$ cat config.mk
export PLATFORM = sky130hd
export DESIGN_NAME = game_sequencer_flat
export DESIGN_NICKNAME = d
export VERILOG_FILES = /design/src/rtl/game_sequencer_if.sv /design/src/rtl/game_sequencer.sv /design/src/flat_wrapper.sv
export SDC_FILE = /design/constraint.sdc
export NUM_CORES = 1
export LEC_CHECK = 0
export CORE_MARGIN = 5
export CORE_UTILIZATION = 33
export CTS_BUF_LIST = sky130_fd_sc_hd__clkbuf_4
export CTS_CLUSTER_DIAMETER = 40
export DETAILED_ROUTE_END_ITERATION = 10
export PLACE_DENSITY_LB_ADDON = 0.12
export SKIP_CTS_REPAIR_TIMING = 1
export SLEW_MARGIN = 10
export SYNTH_ARGS = -nofsm -noshare
export SYNTH_HDL_FRONTEND = slang
export SYNTH_SLANG_ARGS = --single-unit
$ cat constraint.sdc
create_clock -name clock -period 3.3 [get_ports clock]
set_input_delay 0.66 -clock clock [delete_from_list [all_inputs] [get_ports clock]]
set_output_delay 0.66 -clock clock [all_outputs]
set_load 0.005 [all_outputs]
$ cat src/rtl/game_sequencer_if.sv
// Sequencer <-> keyboard/datapath bundle. master = sequencer side,
// slave = the keyboard decoders plus the snake/fruit datapath and plot mux.
interface game_sequencer_if #(
  parameter int NUM_PLAYERS = 2,
  parameter int XW          = 8,
  parameter int YW          = 7,
  parameter int SW          = 7
);
  logic                     start;
  logic                     pause;
  logic                     endgame;
  logic [NUM_PLAYERS-1:0]   dir_valid;
  logic [2*NUM_PLAYERS-1:0] dir_code;
  logic [2*NUM_PLAYERS-1:0] dir_out;
  logic                     plot;
  logic [2:0]               select;
  logic [XW-1:0]            counter_x;
  logic [YW-1:0]            counter_y;
  logic [2:0]               item_idx;
  logic [SW-1:0]            pixel_idx;
  logic                     move;
  logic                     move_fruit;
  logic                     busy;

  modport master (
    input  start, pause, endgame, dir_valid, dir_code,
    output dir_out, plot, select, counter_x, counter_y, item_idx, pixel_idx,
           move, move_fruit, busy
  );

  modport slave (
    output start, pause, endgame, dir_valid, dir_code,
    input  dir_out, plot, select, counter_x, counter_y, item_idx, pixel_idx,
           move, move_fruit, busy
  );
endinterface

$ cat src/rtl/game_sequencer.sv
// Per-tick frame sequencer for the multi-player snake game: erase, walls,
// fruits, snakes, move; plus registered reverse-filtered player headings.
module game_sequencer #(
  parameter int NUM_PLAYERS = 2,
  parameter int SCREEN_W    = 160,
  parameter int SCREEN_H    = 120,
  parameter int NUM_WALLS   = 4,
  parameter int WALL_LEN    = 10,
  parameter int SNAKE_LEN   = 100,
  parameter int TICK_DIV    = 3333333,
  parameter int XW          = $clog2(SCREEN_W),
  parameter int YW          = $clog2(SCREEN_H),
  parameter int SW          = $clog2(SNAKE_LEN)
) (
  input logic              clock,
  input logic              resetn,
  game_sequencer_if.master bus
);

  localparam int TW = $clog2(TICK_DIV);
  localparam logic [XW-1:0] X_LAST   = XW'(SCREEN_W - 1);
  localparam logic [YW-1:0] Y_LAST   = YW'(SCREEN_H - 1);
  localparam logic [SW-1:0] WALL_TOP = SW'(WALL_LEN - 1);
  localparam logic [SW-1:0] SNK_TOP  = SW'(SNAKE_LEN - 1);
  localparam logic [2:0]    W_LAST   = 3'(NUM_WALLS - 1);
  localparam logic [2:0]    P_LAST   = 3'(NUM_PLAYERS - 1);

  typedef enum logic [3:0] {
    IDLE, RESET_ERASE, ERASE, END_ERASE, WALL, FRUIT, MFRUIT, SNAKE,
    MOVE, WAIT, PAUSED
  } state_t;

  typedef struct packed {
    logic       plot;
    logic [2:0] sel;
    logic       mv;
    logic       busy;
  } out_t;

  function automatic out_t decode(input state_t s);
    out_t o;
    o      = '0;
    o.busy = !(s == IDLE || s == PAUSED);
    case (s)
      RESET_ERASE, ERASE, END_ERASE: begin o.plot = 1'b1; o.sel = 3'd1; end
      WALL:   begin o.plot = 1'b1; o.sel = 3'd3; end
      FRUIT:  begin o.plot = 1'b1; o.sel = 3'd2; end
      MFRUIT: begin o.plot = 1'b1; o.sel = 3'd4; end
      SNAKE:  begin o.plot = 1'b1; o.sel = 3'd5; end
      MOVE:   o.mv = 1'b1;
      default: ;
    endcase
    return o;
  endfunction

  logic [TW-1:0] tcnt;
  logic          tick;
  assign tick = (tcnt == TW'(TICK_DIV - 1));

  always_ff @(posedge clock) begin
    if (!resetn || tick) tcnt <= '0;
    else                 tcnt <= tcnt + 1'b1;
  end

  state_t        state, nxt;
  logic [XW-1:0] cx, cx_n;
  logic [YW-1:0] cy, cy_n;
  logic [2:0]    item, item_n;
  logic [SW-1:0] pix, pix_n;
  out_t          outs, outs_n;

  always_comb begin
    nxt    = state;
    cx_n   = cx;
    cy_n   = cy;
    item_n = item;
    pix_n  = pix;
    if (bus.endgame && state != END_ERASE) begin
      nxt    = END_ERASE;
      cx_n   = '0;
      cy_n   = '0;
      item_n = '0;
      pix_n  = WALL_TOP;
    end else begin
      case (state)
        IDLE: if (bus.start) nxt = ERASE;
        RESET_ERASE, ERASE, END_ERASE: begin
          if (cx == X_LAST) begin
            cx_n = '0;
            if (cy == Y_LAST) begin
              cy_n = '0;
              nxt  = (state == ERASE) ? WALL : IDLE;
            end else begin
              cy_n = cy + 1'b1;
            end
          end else begin
            cx_n = cx + 1'b1;
          end
        end
        WALL: begin
          if (pix == '0) begin
            pix_n = WALL_TOP;
            if (item == W_LAST) begin
              item_n = '0;
              nxt    = FRUIT;
            end else begin
              item_n = item + 1'b1;
            end
          end else begin
            pix_n = pix - 1'b1;
          end
        end
        FRUIT: nxt = MFRUIT;
        MFRUIT: begin
          nxt    = SNAKE;
          item_n = '0;
          pix_n  = SNK_TOP;
        end
        SNAKE: begin
          if (pix == '0) begin
            if (item == P_LAST) begin
              // Leave the wall counter primed for the next frame.
              nxt    = MOVE;
              item_n = '0;
              pix_n  = WALL_TOP;
            end else begin
              item_n = item + 1'b1;
              pix_n  = SNK_TOP;
            end
          end else begin
            pix_n = pix - 1'b1;
          end
        end
        MOVE: nxt = WAIT;
        WAIT: begin
          if (bus.pause)  nxt = PAUSED;
          else if (tick)  nxt = ERASE;
        end
        PAUSED: if (!bus.pause) nxt = WAIT;
        default: nxt = IDLE;
      endcase
    end
  end

  // Outputs are decoded from the state being entered so they line up with it.
  assign outs_n = decode(resetn ? nxt : RESET_ERASE);

  always_ff @(posedge clock) begin
    if (!resetn) begin
      state <= RESET_ERASE;
      cx    <= '0;
      cy    <= '0;
      item  <= '0;
      pix   <= WALL_TOP;
    end else begin
      state <= nxt;
      cx    <= cx_n;
      cy    <= cy_n;
      item  <= item_n;
      pix   <= pix_n;
    end
    outs <= outs_n;
  end

  logic [2*NUM_PLAYERS-1:0] dir, pending;
  logic [NUM_PLAYERS-1:0]   pend_v;

  always_ff @(posedge clock) begin
    if (!resetn) begin
      dir     <= {NUM_PLAYERS{2'b01}};
      pending <= '0;
      pend_v  <= '0;
    end else begin
      for (int unsigned p = 0; p < NUM_PLAYERS; p++) begin
        // Opposite headings sum to 3 (up/down, right/left).
        if (state == MOVE && pend_v[p] &&
            (3'(pending[2*p +: 2]) + 3'(dir[2*p +: 2]) != 3'd3))
          dir[2*p +: 2] <= pending[2*p +: 2];
        if (bus.dir_valid[p]) begin
          pending[2*p +: 2] <= bus.dir_code[2*p +: 2];
          pend_v[p]         <= 1'b1;
        end else if (state == MOVE) begin
          pend_v[p] <= 1'b0;
        end
      end
    end
  end

  assign bus.dir_out    = dir;
  assign bus.plot       = outs.plot;
  assign bus.select     = outs.sel;
  assign bus.move       = outs.mv;
  assign bus.move_fruit = outs.mv;
  assign bus.busy       = outs.busy;
  assign bus.counter_x  = cx;
  assign bus.counter_y  = cy;
  assign bus.item_idx   = item;
  assign bus.pixel_idx  = pix;

endmodule
$ cat src/flat_wrapper.sv
// flat-port wrapper written by rule: the top's interface ports become plain ports
module game_sequencer_flat 
#(
  parameter int NUM_PLAYERS = 2,
  parameter int SCREEN_W    = 160,
  parameter int SCREEN_H    = 120,
  parameter int NUM_WALLS   = 4,
  parameter int WALL_LEN    = 10,
  parameter int SNAKE_LEN   = 100,
  parameter int TICK_DIV    = 3333333,
  parameter int XW          = $clog2(SCREEN_W),
  parameter int YW          = $clog2(SCREEN_H),
  parameter int SW          = $clog2(SNAKE_LEN)
)
  (clock, resetn, bus_start, bus_pause, bus_endgame, bus_dir_valid, bus_dir_code, bus_dir_out, bus_plot, bus_select, bus_counter_x, bus_counter_y, bus_item_idx, bus_pixel_idx, bus_move, bus_move_fruit, bus_busy);
  game_sequencer_if #(.NUM_PLAYERS(NUM_PLAYERS), .XW(XW), .YW(YW), .SW(SW)) bus_i ();
  input logic clock;
  input logic resetn;
  input wire logic [$bits(bus_i.start)-1:0] bus_start;
  input wire logic [$bits(bus_i.pause)-1:0] bus_pause;
  input wire logic [$bits(bus_i.endgame)-1:0] bus_endgame;
  input wire logic [$bits(bus_i.dir_valid)-1:0] bus_dir_valid;
  input wire logic [$bits(bus_i.dir_code)-1:0] bus_dir_code;
  output wire logic [$bits(bus_i.dir_out)-1:0] bus_dir_out;
  output wire logic [$bits(bus_i.plot)-1:0] bus_plot;
  output wire logic [$bits(bus_i.select)-1:0] bus_select;
  output wire logic [$bits(bus_i.counter_x)-1:0] bus_counter_x;
  output wire logic [$bits(bus_i.counter_y)-1:0] bus_counter_y;
  output wire logic [$bits(bus_i.item_idx)-1:0] bus_item_idx;
  output wire logic [$bits(bus_i.pixel_idx)-1:0] bus_pixel_idx;
  output wire logic [$bits(bus_i.move)-1:0] bus_move;
  output wire logic [$bits(bus_i.move_fruit)-1:0] bus_move_fruit;
  output wire logic [$bits(bus_i.busy)-1:0] bus_busy;
  assign bus_i.start = bus_start;
  assign bus_i.pause = bus_pause;
  assign bus_i.endgame = bus_endgame;
  assign bus_i.dir_valid = bus_dir_valid;
  assign bus_i.dir_code = bus_dir_code;
  assign bus_dir_out = bus_i.dir_out;
  assign bus_plot = bus_i.plot;
  assign bus_select = bus_i.select;
  assign bus_counter_x = bus_i.counter_x;
  assign bus_counter_y = bus_i.counter_y;
  assign bus_item_idx = bus_i.item_idx;
  assign bus_pixel_idx = bus_i.pixel_idx;
  assign bus_move = bus_i.move;
  assign bus_move_fruit = bus_i.move_fruit;
  assign bus_busy = bus_i.busy;
  game_sequencer #(.NUM_PLAYERS(NUM_PLAYERS), .SCREEN_W(SCREEN_W), .SCREEN_H(SCREEN_H), .NUM_WALLS(NUM_WALLS), .WALL_LEN(WALL_LEN), .SNAKE_LEN(SNAKE_LEN), .TICK_DIV(TICK_DIV), .XW(XW), .YW(YW), .SW(SW)) u_core (.clock(clock), .resetn(resetn), .bus(bus_i));
endmodule
After elaboration in Yosys (flattened, before gate mapping)
Index checks and enable logic that the tools add are counted.

storage, ports and cells
  word-level logic and storage cells = 103
  input port bits = 11
  output and inout bits = 36
  register bits = 67

operators by class
  multiplexer cells = 30
  reduce and logical (&&, ||, !) cells = 20
  equality and inequality tests = 29
  add/subtract/negate cells = 7
  bitwise logic cells = 1

operator list
  kind                                                    count
  2-to-1 mux 4 bit                                        12
  case mux 4 bit (9 select lines)                         1
  == test 4 x 3 -> 1 bit (second input constant)          8
  2-to-1 mux 7 bit                                        4
  adder 22 x 1 -> 22 bit (second input constant)          1
  == test 22 bit (second input constant)                  1
  case mux 7 bit (3 select lines)                         1
  == test 4 bit (second input constant)                   5
  case mux 4 bit (5 select lines)                         1
  == test 4 x 2 -> 1 bit (second input constant)          4
  2-to-1 mux 3 bit                                        5
  case mux 3 bit (3 select lines)                         1
  adder 8 x 1 -> 8 bit (second input constant)            1
  == test 4 x 1 -> 1 bit (second input constant)          2
  == test 8 bit (second input constant)                   1
  zero test 4 bit                                         2
  2-to-1 mux 8 bit                                        1
  adder 7 x 1 -> 7 bit (second input constant)            1
  == test 7 bit (second input constant)                   1
  zero test 7 bit                                         1
  subtractor 7 x 1 -> 7 bit (second input constant)       1
  adder 2 x 2 -> 3 bit                                    2
  inequality test 3 x 2 -> 1 bit (second input constant)  2
  OR reduction 3 bit                                      2
  other kinds (15)                                        26

Logic depth before layout (Yosys ltp)
Gate-level depths: netlist of the first run.

  depth after elaboration = 10
  depth in mapped cells = 10
  gate-level depth less buffers = 9

Worst setup path before layout of the first run
No wires, ideal clock.

  kind = flip-flop to flip-flop
  from = reg u_core.pix[0], in the netlist u_core.bus.pixel_idx[0]
  to = reg u_core.outs, in the netlist u_core.bus.select[0]
  period minus slack after synthesis = 2,154 ps
  arrival time = 2,059 ps
  path buffers = 1
  required time = 3,204 ps
  cell stages (with the launch flop) = 9
  path slack = 1,146 ps
  path through = dfxtp_1 > inv_1 > ha_1 > nor2b_1 > and2_2 > buf_6 > a2111o_1 > a211o_4 > o41ai_2

RTL lines
  item                    RTL line               text
  from (decl)             game_sequencer.sv:69   logic [SW-1:0] pix, pix_n;
  from (signal assigned)  game_sequencer.sv:160  pix <= pix_n;
  to (signal assigned)    game_sequencer.sv:162  outs <= outs_n;
  to (decl)               game_sequencer.sv:70   out_t outs, outs_n;

==> out/metrics.sh, run 1 <==
CRITICAL_PATH_PEAK_FANOUT=11
TOP_LEVEL_PORTS=47
PLACEMENTROWS=36
INITIAL_ANTENNA_VIOLATION_COUNT=0
PERIOD_NEEDED_NS=2.44
DR_WL_MET2_UM=3520
DETAIL_ROUTE.DRC_VIOLATIONS=0
CTS_NUM_SINKS=67
POWER_FRAC_SEQ_PCT=60.0
VIAS_IN_THE_FIRST_GLOBAL_ROUTE=2833
SYN_AREA_UM2=3360
GRT_START_MAX_NET_PINS=22
MAX_FREQ_GHz=0.411
CRIT_PATH_START='u_core.state[3]'
POSTSYNTHREGISTERBITS=67
WIRE_LENGTH_OF_THE_FIRST_GLOBAL_ROUTING_PASS_UM=13400
VIAS=2826
DIE_HEIGHT_UM=111
INSERTEDDIODECOUNT=0
REPORT.FINAL.SLEW_VIOL_COUNT=0
DOMINANTREGCELLSYNTH='dfxtp_1'
GRT_OVERFLOW_TOTAL=0
HIGHEST_COUNT_CELLS_IN_THE_LAYOUT_IGNORING_FILL_AND_TAPS='67 x dfxtp_1, 65 x nor2_1, 46 x clkdlybuf4s50_1, 29 x nand2_1, 21 x xor2_1'
SYNTH-SEQ-AREA-SHARE_PCT=39.9
P_PER_AREA_nW_PER_UM2=342
P_COMB_SHARE_PCT=5.6
MAXCAPVIOLATIONS=0
CLK_TRANSITION_REPORTED_PATHS_NS=0.11
LAYOUT.NETS=462
RUN_STATUS='completed'
LAYOUT_COMMONEST_CELL='dfxtp_1'
STARTING_DENSITY_OF_THE_CORE_PCT=34.0
TIGHTEST_SLEW_NS=0.726
AVGROUTEDWIREPERCELL_UM=13.3
YOSYSTOPAREACELL='dfxtp_1'
PWR-SHARE-CLK_PCT=34.4
POWER.SHARE.SWITCHING_PCT=26.6
COREAREA_UM2=9860
ENDPOINT_CLASS_OF_THE_CRITICAL_PATH='flip-flop'
POSTSYNTHAREAPERCELL_UM2=8.63
DRTITER0DRC=165
ARRIVAL_NS=2.75
ROUTED-WL-MET3_UM=291
SYN-INSTANCE-COUNT=389
WORST_HOLD_SLACK_NS=0.490
SYN_NETS=414
TOP_LAYER_USED='met4'
POST-ROUTE-PERIOD-UTIL_PCT=73.8
DIE-WIDTH_UM=111
SYNTH_EDF_COUNT=0
SYNTHARSTFLOPSHARE_PCT=0
WORST_SLEW_MARGIN_REL_PCT=51.5
POST_DRT_ANTENNA_NETS=0
CRIT_REQUIRED_NS=3.61
SYNTH_CELL_TYPES=59
DPL.HPWL_UM=5810
SYNTH_TOP_AREA_SHARE_PCT=39.9
PATH_CLASS='reg2reg'
INSERTION_DELAY_NS=0.41
MIN-DELAY-START='u_core.tcnt[0]'
SETUP-VIOLATIONS-FINAL=0
SYNTH.AREA.TOP_CELLS='dfxtp_1 40%, nor2_1 7.3%, xor2_1 5.5%, ha_1 4.5%, nand2_1 3.2%'
GPL.FINAL_WEIGHTED_CONGESTION=0.794
POWER.NET_SWITCHING_uW=369
REGTOREGSTARTPOINT='u_core.state[3]'
TOTALNEGATIVESETUPSLACK_NS=0
YOSYSWARNINGS=0
DRIVE_ABOVE_1_SHARE_PCT=6.79
CTS_TREE='built'
TIMING.CLOCK.SKEW_NS=0.0163
RSZ0062_AT_GRT='no'
CRIT_PATH_START_KIND='flip-flop'
TOTAL_LEAKAGE_POWER_uW=0.00149
HOLD_VIOL=0
CTSHTREEMAXLEVEL=3
MAX-CLOCK-PATH-BUFFERS=2
FLOW.AREA_GROWTH_FROM_SYNTHESIS_PCT=20.9
ROUTED_VIA_DENSITY=4.91
DETAIL_ROUTE.WIRELENGTH_UM=7650
CELLINTERNALPOWER_uW=1020
DESIGN.DIE.AREA_UM2=12300
GRT.TOTAL_USAGE_PCT=13.1
TRITONCTS.NUM_BUFFERS=9
FIRSTDRTPASSITERS=6
ROUTEDLENGTHMET1_UM=3720
WORST_IR_DROP_VDD_mV=0.128
BUFFER_PORTS.INSERTED=46
WORST_HOLD_PATH_TYPE='reg2reg'
CLOCK-ROOT-BUFFER='clkbuf_4'
==> Yosys cell counts, types with 8 or more instances <==
cell type   n
a21oi_1    20
and3_1     10
dfxtp_1    67
ha_1       12
inv_1      19
mux2i_1    10
nand2_1    29
nand3_1    15
nand4_1    11
nor2_1     65
nor3_1      8
o21ai_0    11
xnor2_1     9
xor2_1     21
==> metal layers <==
layer  track usage [%]  vias to the layer above
li1                  -                     1442
met1              16.6                     1335
met2              20.9                       40
met3              4.26                        9
met4              4.19                        0
met5                 0                        -
==> through the flow <==
step                util (%)  total power, µW  setup WS (ns)  cells  area (µm²)
floorplan                  -              895           1.15    389        3360
global placement        40.0              928          0.605    559        3940
detailed placement      40.0              930          0.596    559        3940
CTS                     41.1             1420          0.885    575        4060
global route            41.1             1470          0.736    575        4060
finish                  41.1             1390          0.865    575        4060
==> cells by family (layout without fill, tap and decap cells) <==
group | after synthesis | count (layout) | synth area share (%)
multiplexers | 10 | 10 | 2.98
AO/OA/AOI/OAI | 57 | 57 | 11.9
XOR/XNOR | 30 | 30 | 7.82
flip-flops | 67 | 67 | 39.9
adder cells (fa/ha/maj) | 14 | 14 | 5.66
AND/OR/NAND/NOR | 178 | 178 | 27.4
buffers and inverters | 33 | 86 | 4.28
==> layout make-up <==
class,count,area [µm²]
clock inverter,6,41.3
tap,133,166
multi-input combinational,289,1870
sequential,67,1340
timing repair buffer,49,483
clock buffer,10,75.1
inverter,21,78.8
fill,1013,5810
==> final timing paths <==
check / end / slack (ns) / cells after the start
max: u_core.bus.busy / 0.86 / 7
min: u_core.tcnt[0] / 0.49 / 1
max reg2reg: u_core.bus.busy / 0.86 / 7
min reg2reg: u_core.tcnt[0] / 0.49 / 1
==> power groups by stage <==
stage	registers, µW	clock network, µW	logic, µW
final	833	478	78.2
after global routing	835	544	89.2
after CTS	833	505	79.9
after detailed placement	851	0	79.5
after global placement	850	0	78.0
after floorplan	846	0	49.6
==> registers in the layout, summed over array words and instances (netlist names) <==
name and flops:
u_core.bus.pixel_idx 7, u_core.bus.select 3, u_core.pending 4, u_core.pend_v 2
u_core.bus.busy 1, u_core.bus.move 1, u_core.bus.counter_y 7, u_core.state 4
u_core.bus.dir_out 4, u_core.tcnt 22, u_core.bus.item_idx 3, u_core.bus.plot 1
u_core.bus.counter_x 8
==> critical path, stage by stage, from the launching register on <==
cell	delay [ns]
dfxtp_1	0.55
or2_0	0.38
o21ai_0	0.18
and2_0	0.31
a32oi_2	0.36
inv_2	0.10
or3_1	0.31
a21o_1	0.16
No activity file was read; power rests on OpenSTA's default activity.
==> run 2: changes to the inputs <==
- clock period: 3.3 -> 2.2 ns (I/O delays scaled with it)
==> run 2 against run 1 <==
Effect of this change:
- count of clock-buffer cells in the layout down 1
- setup slack worse by 0.77 ns
- routed wire length up 1.2%
- global-route usage up 0.37 points
- largest power group unchanged
- highest routed layer unchanged
- non-clock buffer count up 29
- sequential share of layout area down 2.4 points
- clock skew down 0.0014 ns
- critical endpoint is now u_core.bus.select[0]
- critical path depth down 1
- sequential cell count unchanged
- clock power up 140%
- die area unchanged
- largest cell class unchanged
==> out/metrics.sh, run 2 (synthesis gave the netlist of run 1 again) <==
RUN_STATUS='completed'
SLACK_OF_THE_WORST_REG_TO_REG_PATH_NS=0.09
POWER.NET_SWITCHING_uW=550
HIGHEST_COUNT_CELLS_IN_THE_LAYOUT_IGNORING_FILL_AND_TAPS='65 x nor2_1, 63 x dfxtp_1, 46 x clkdlybuf4s50_1, 32 x buf_4, 29 x nand2_1'
ENDPOINT_CLASS_OF_THE_CRITICAL_PATH='flip-flop'
WORST_IR_DROP_VDD_mV=0.374
WORST_HOLD_PATH_TYPE='reg2reg'
MAX-CLOCK-PATH-BUFFERS=2
DIE-WIDTH_UM=111
CELLINTERNALPOWER_uW=1980
DRTITER0DRC=113
CLK_TRANSITION_REPORTED_PATHS_NS=0.12
ROUTED_VIA_DENSITY=4.80
CTS_TREE='built'
CRITICAL_PATH_PEAK_FANOUT=6
RSZ0062_AT_GRT='no'
HOLD_VIOL=0
LARGEST_REGISTER_FFS=22
CRITICAL_PATH.SLOWEST_CELL='a2111o_1'
LAYOUT_COMMONEST_CELL='nor2_1'
PATH_CLASS='reg2reg'
FIRSTDRTPASSITERS=4
VIAS_IN_THE_FIRST_GLOBAL_ROUTE=2917
TIMING.CRITICAL_PATH.MODE_CELL='ha_1'
VIAS=2900
ROUTEDLENGTHMET1_UM=3690
ARRIVAL_NS=2.45
MAX_FREQ_GHz=0.474
DPL.HPWL_UM=5970
TIGHTEST_SLEW_NS=0.436
DEPTH_OF_THE_MOST_CRITICAL_REG_TO_REG_PATH=6
DRIVE_ABOVE_1_SHARE_PCT=14.0
TOTAL_LEAKAGE_POWER_uW=0.00169
TRITONCTS.NUM_BUFFERS=9
AVGROUTEDWIREPERCELL_UM=12.8
DR_WL_MET2_UM=3570
GRT.TOTAL_USAGE_PCT=13.4
FINAL_UTIL_PCT=44.6
INSERTEDDIODECOUNT=0
DESIGN_AREA_UM2=4400
DETAIL_ROUTE.DRC_VIOLATIONS=0
GRT_OVERFLOW_TOTAL=0
CP_TOP_FAMILY='compound AO/OA/AOI/OAI gates'
PRE_CTS_WS_NS=-0.184
POWER.SHARE.SWITCHING_PCT=21.7
DIE_HEIGHT_UM=111
FLOW.AREA_GROWTH_FROM_SYNTHESIS_PCT=30.9
INSERTION_DELAY_NS=0.42
WORST-PATH-BUF-INV=0
STARTING_DENSITY_OF_THE_CORE_PCT=34.0
TOP_LAYER_USED='met4'
WORST_SLEW_MARGIN_REL_PCT=70.7
PLACEDINSTANCEAREA_UM2=4160
POST-ROUTE-PERIOD-UTIL_PCT=95.9
GPL.FINAL_WEIGHTED_CONGESTION=0.806
PLACEMENTROWS=36
WIRE_LENGTH_OF_THE_FIRST_GLOBAL_ROUTING_PASS_UM=13700
PERIOD_NEEDED_NS=2.11
POST-ROUTE-WORST-SETUP-SLACK_NS=0.0904
P_COMB_SHARE_PCT=5.5
TIMING.CLOCK.SKEW_NS=0.0149
P_PER_AREA_nW_PER_UM2=577
CTS_NUM_SINKS=67
CRIT_PATH_MAX_INCR_DELAY_NS=0.42
POWER_FRAC_SEQ_PCT=49.1
INITIAL_ANTENNA_VIOLATION_COUNT=0
DESIGN.DIE.AREA_UM2=12300
PLACED_CELLS_INCL_TAPS=588
TOP_LEVEL_PORTS=47
GRT_START_MAX_NET_PINS=22
LAYOUT.NETS=491
REGMOSTFLOPS='u_core.tcnt'
MAXCAPVIOLATIONS=0
CRIT_REQUIRED_NS=2.54
CRIT_PATH_START_KIND='flip-flop'
CLOCK-ROOT-BUFFER='clkbuf_4'
COREAREA_UM2=9860
FINAL_CELL_COUNT_NO_FILL=604
ROUTED-WL-MET3_UM=326
HOLDPATHSTAGES=1
CRITICAL_PATH.CELL_CHAIN='ha_1 -> ha_1 -> and3_1 -> a2111o_1 -> a211o_4 -> o41ai_4'
POST_DRT_ANTENNA_NETS=0
REPORT.FINAL.SLEW_VIOL_COUNT=0
BUFFER_PORTS.INSERTED=46
TIMING.CRITICAL_PATH.DEPTH=6
DETAIL_ROUTE.WIRELENGTH_UM=7740
SETUP-VIOLATIONS-FINAL=0
CTSHTREEMAXLEVEL=3
PWR-SHARE-CLK_PCT=45.5
==> run 2: changes by cell type in the layout (fill, tap and decap cells not counted), moves of 2 or more <==
cell,change
bufinv_16,+4
nor2b_1,-2
dfxtp_2,+4
dfxtp_1,-4
buf_4,+29
nor2b_2,+2
==> run 2: worst register-to-register path, delay by kind of cell (launching register included) <==
kind	cells	cell delay [ns]
and+or+nand+nor	1	0.15
adders and majority gates	2	0.43
AOI/OAI and AO/OA	3	1.08
DFF	1	0.36
==> run 2: final cells by class <==
class                      count  area (µm²)
tap                          133         166
timing repair buffer          78         701
fill                         990        5470
sequential                    67        1350
clock buffer                   9        67.6
inverter                      21        78.8
multi-input combinational    289        1900
clock inverter                 7         140
==> run 2: stage by stage <==
| stage | hold WS [ns] | setup TNS (ns) | total power, µW |
|---|---|---|---|
| floorplan | 0.441 | 0 | 1340 |
| global placement | 0.461 | -0.203 | 1410 |
| detailed placement | 0.464 | -0.256 | 1410 |
| CTS | 0.491 | 0 | 2580 |
| global route | 0.541 | 0 | 2660 |
| finish | 0.489 | 0 | 2530 |
==> run 2: final timing paths <==
path                                        startpoint                   end
worst max-delay path            u_core.bus.item_idx[0]  u_core.bus.select[0]
worst max register to register  u_core.bus.item_idx[0]  u_core.bus.select[0]
worst min register to register          u_core.tcnt[0]        u_core.tcnt[0]
worst min-delay path                    u_core.tcnt[0]        u_core.tcnt[0]
==> run 2: routing by layer <==
metal,vias up,track usage [%]
li1,1504,-
met1,1337,16.8
met2,48,21.8
met3,11,4.09
met4,0,4.84
met5,-,0
==> run 2: power by group through the flow <==
stage          Combinational [µW]  Clock (µW)  Sequential, µW
2_1_floorplan                74.4           0            1270
6_report                      139        1150            1240
3_3_place_gp                  139           0            1270
3_5_place_dp                  140           0            1270
5_1_grt                       158        1250            1250
4_1_cts                       140        1190            1240
==> run 3: changes to the inputs <==
- GPL_ROUTABILITY_DRIVEN: default -> 0
- clock period: 2.2 -> 1.8 ns (I/O delays scaled with it)
==> run 3 against run 2 <==
Effect of this change:
- via count is 9.7% higher
- the flow now finishes with violations (negative setup slack)
- largest power group unchanged
- count of clock-buffer cells in the layout is 1 higher
- sequential power up 22%
- die area unchanged
==> out/metrics.sh, run 3 (synthesis gave the netlist of run 1 again) <==
RUN_STATUS='finished, violations left'
VIOLATIONS='negative setup slack'
SLACK_OF_THE_WORST_REG_TO_REG_PATH_NS=-0.21
MAX-CLOCK-PATH-BUFFERS=2
FILLERINSTANCES=940
FLOW.AREA_GROWTH_FROM_SYNTHESIS_PCT=56.9
P_PER_AREA_nW_PER_UM2=524
CTS_TREE='built'
INSERTION_DELAY_NS=0.42
P_COMB_SHARE_PCT=8.3
DETAIL_ROUTE.DRC_VIOLATIONS=0
HOLDPATHSTAGES=2
VIAS=3180
POST-ROUTE-WORST-SETUP-SLACK_NS=-0.206
MULTI_INPUT_COMB_AREA_UM2=2120
PLACEMENTROWS=36
GRT_START_MAX_NET_PINS=22
PERIOD_NEEDED_NS=2.01
ARRIVAL_NS=2.30
CLK_TRANSITION_REPORTED_PATHS_NS=0.11
DRIVE_ABOVE_1_SHARE_PCT=37.0
REGMOSTFLOPS='u_core.tcnt'
DPL.HPWL_UM=6620
FIRSTDRTPASSITERS=4
POST_DRT_ANTENNA_NETS=0
LAYOUT_COMMONEST_CELL='buf_4'
CRITICAL_PATH_PEAK_FANOUT=6
TIGHTEST_SLEW_NS=0.424
POWER_FRAC_SEQ_PCT=54.7
COREAREA_UM2=9860
POST-ROUTE-PERIOD-UTIL_PCT=111
CELLINTERNALPOWER_uW=2060
SETUP-VIOLATIONS-FINAL=9
REGTOREGSTARTPOINT='u_core.bus.pixel_idx[5]'
FINAL_CELL_COUNT_NO_FILL=679
GRT.TOTAL_USAGE_PCT=14.3
FINAL_UTIL_PCT=53.4
POWER.SHARE.SWITCHING_PCT=25.6
DESIGN.DIE.AREA_UM2=12300
MAXCAPVIOLATIONS=0
REPORT.FINAL.SLEW_VIOL_COUNT=0
DEPTH_OF_THE_MOST_CRITICAL_REG_TO_REG_PATH=6
CTS_NUM_SINKS=67
PATH_CLASS='reg2reg'
GRT_OVERFLOW_TOTAL=0
WIRE_LENGTH_OF_THE_FIRST_GLOBAL_ROUTING_PASS_UM=14700
LAYOUT.NETS=566
ENDPOINT_OF_THE_WORST_HOLD_PATH='u_core.tcnt[17]'
WORST_HOLD_PATH_TYPE='reg2reg'
TIMING.CLOCK.SKEW_NS=0.0236
INSERTEDDIODECOUNT=0
WORST_IR_DROP_VDD_mV=0.245
CRIT_PATH_START='u_core.bus.pixel_idx[5]'
PLACED_CELLS_INCL_TAPS=650
MAX_FREQ_GHz=0.498
RSZ0062_AT_GRT='yes'
INITIAL_ANTENNA_VIOLATION_COUNT=0
ROUTED_VIA_DENSITY=4.68
MIN-DELAY-START='u_core.tcnt[17]'
CRIT_REQUIRED_NS=2.09
STORAGE_CELL_AREA_UM2=1390
POWER.NET_SWITCHING_uW=706
DIE_HEIGHT_UM=111
TOP_LEVEL_PORTS=47
HIGHEST_COUNT_CELLS_IN_THE_LAYOUT_IGNORING_FILL_AND_TAPS='96 x buf_4, 63 x nor2_1, 36 x dfxtp_1, 30 x clkdlybuf4s50_1, 27 x nand2_1'
TRITONCTS.NUM_BUFFERS=9
ENDPOINT_CLASS_OF_THE_CRITICAL_PATH='flip-flop'
WORST_SLEW_MARGIN_REL_PCT=71.6
CTSHTREEMAXLEVEL=3
CRIT_PATH_START_KIND='flip-flop'
VIAS_IN_THE_FIRST_GLOBAL_ROUTE=3181
AVGROUTEDWIREPERCELL_UM=13.0
PRE_CTS_WS_NS=-0.562
BUFFER_PORTS.INSERTED=46
STARTING_DENSITY_OF_THE_CORE_PCT=34.0
LARGEST_REGISTER_FFS=22
R2R-END='u_core.bus.select[0]'
PWR-SHARE-CLK_PCT=37.0
DIE-WIDTH_UM=111
CLOCK-ROOT-BUFFER='clkbuf_4'
DETAIL_ROUTE.WIRELENGTH_UM=8830
DRTITER0DRC=86
TOTAL_LEAKAGE_POWER_uW=0.00235
HOLD_VIOL=0
run 3: cell count changes in the layout (fill, tap and decap cells not counted), moves of 4 or more:
cell | before | now
dfxtp_1 | 63 | 36
buf_6 | 0 | 9
dlymetal6s2s_1 | 0 | 16
o21ai_0 | 10 | 5
a21oi_1 | 20 | 15
buf_4 | 32 | 96
clkdlybuf4s50_1 | 46 | 30
a21oi_2 | 0 | 4
nor3_2 | 0 | 5
nor3_1 | 8 | 3
dfxtp_2 | 4 | 26
dfxtp_4 | 0 | 5
run 3: metal layers:
metal | routed length, µm | vias to the layer above | track usage [%]
li1 | - | 1661 | -
met1 | 4200 | 1476 | 18.2
met2 | 4250 | 36 | 23.9
met3 | 281 | 7 | 3.49
met4 | 95 | 0 | 4.68
met5 | 0 | - | 0
run 3: worst max path at each step:
stage,to,slack [ns],depth (start not counted)
2_1_floorplan,u_core.bus.select[0],-0.18,9
3_3_place_gp,u_core.bus.busy,-0.55,7
3_5_place_dp,u_core.bus.busy,-0.56,7
4_1_cts,u_core.bus.select[0],-0.32,7
5_1_grt,u_core.bus.busy,-0.28,7
6_report,u_core.bus.select[0],-0.21,6
run 3: cell type report:
class | count | share of cell area, %
multi-input combinational | 289 | 40.3
tap | 133 | 3.16
timing repair buffer | 153 | 26.0
sequential | 67 | 26.4
inverter | 21 | 1.54
clock buffer | 10 | 1.43
clock inverter | 6 | 1.19
run 3: power groups by stage:
stage	Combinational, µW	Sequential (µW)	Clock, µW
2_1_floorplan	92.7	1550	0
3_3_place_gp	202	1550	0
3_5_place_dp	206	1550	0
4_1_cts	207	1510	1060
5_1_grt	252	1510	1130
6_report	229	1510	1020
run 3: critical path, stage by stage, from the launching register on:
cell      delay (ns)
dfxtp_2         0.35
nor4_4          0.41
a41oi_2         0.17
a2111o_1        0.40
a211o_4         0.32
o211ai_1        0.14
o41ai_2         0.10
run 3: per-stage QoR:
stage | setup TNS [ns] | hold slack [ns] | power [µW] | cell area (µm²)
finish | -0.677 | 0.498 | 2760 | 5270
global route | -2.96 | 0.530 | 2900 | 5270
CTS | -1.75 | 0.510 | 2780 | 4840
detailed placement | -2.75 | 0.482 | 1750 | 4710
global placement | -2.58 | 0.470 | 1750 | 4710
floorplan | -0.532 | 0.422 | 1640 | 3430
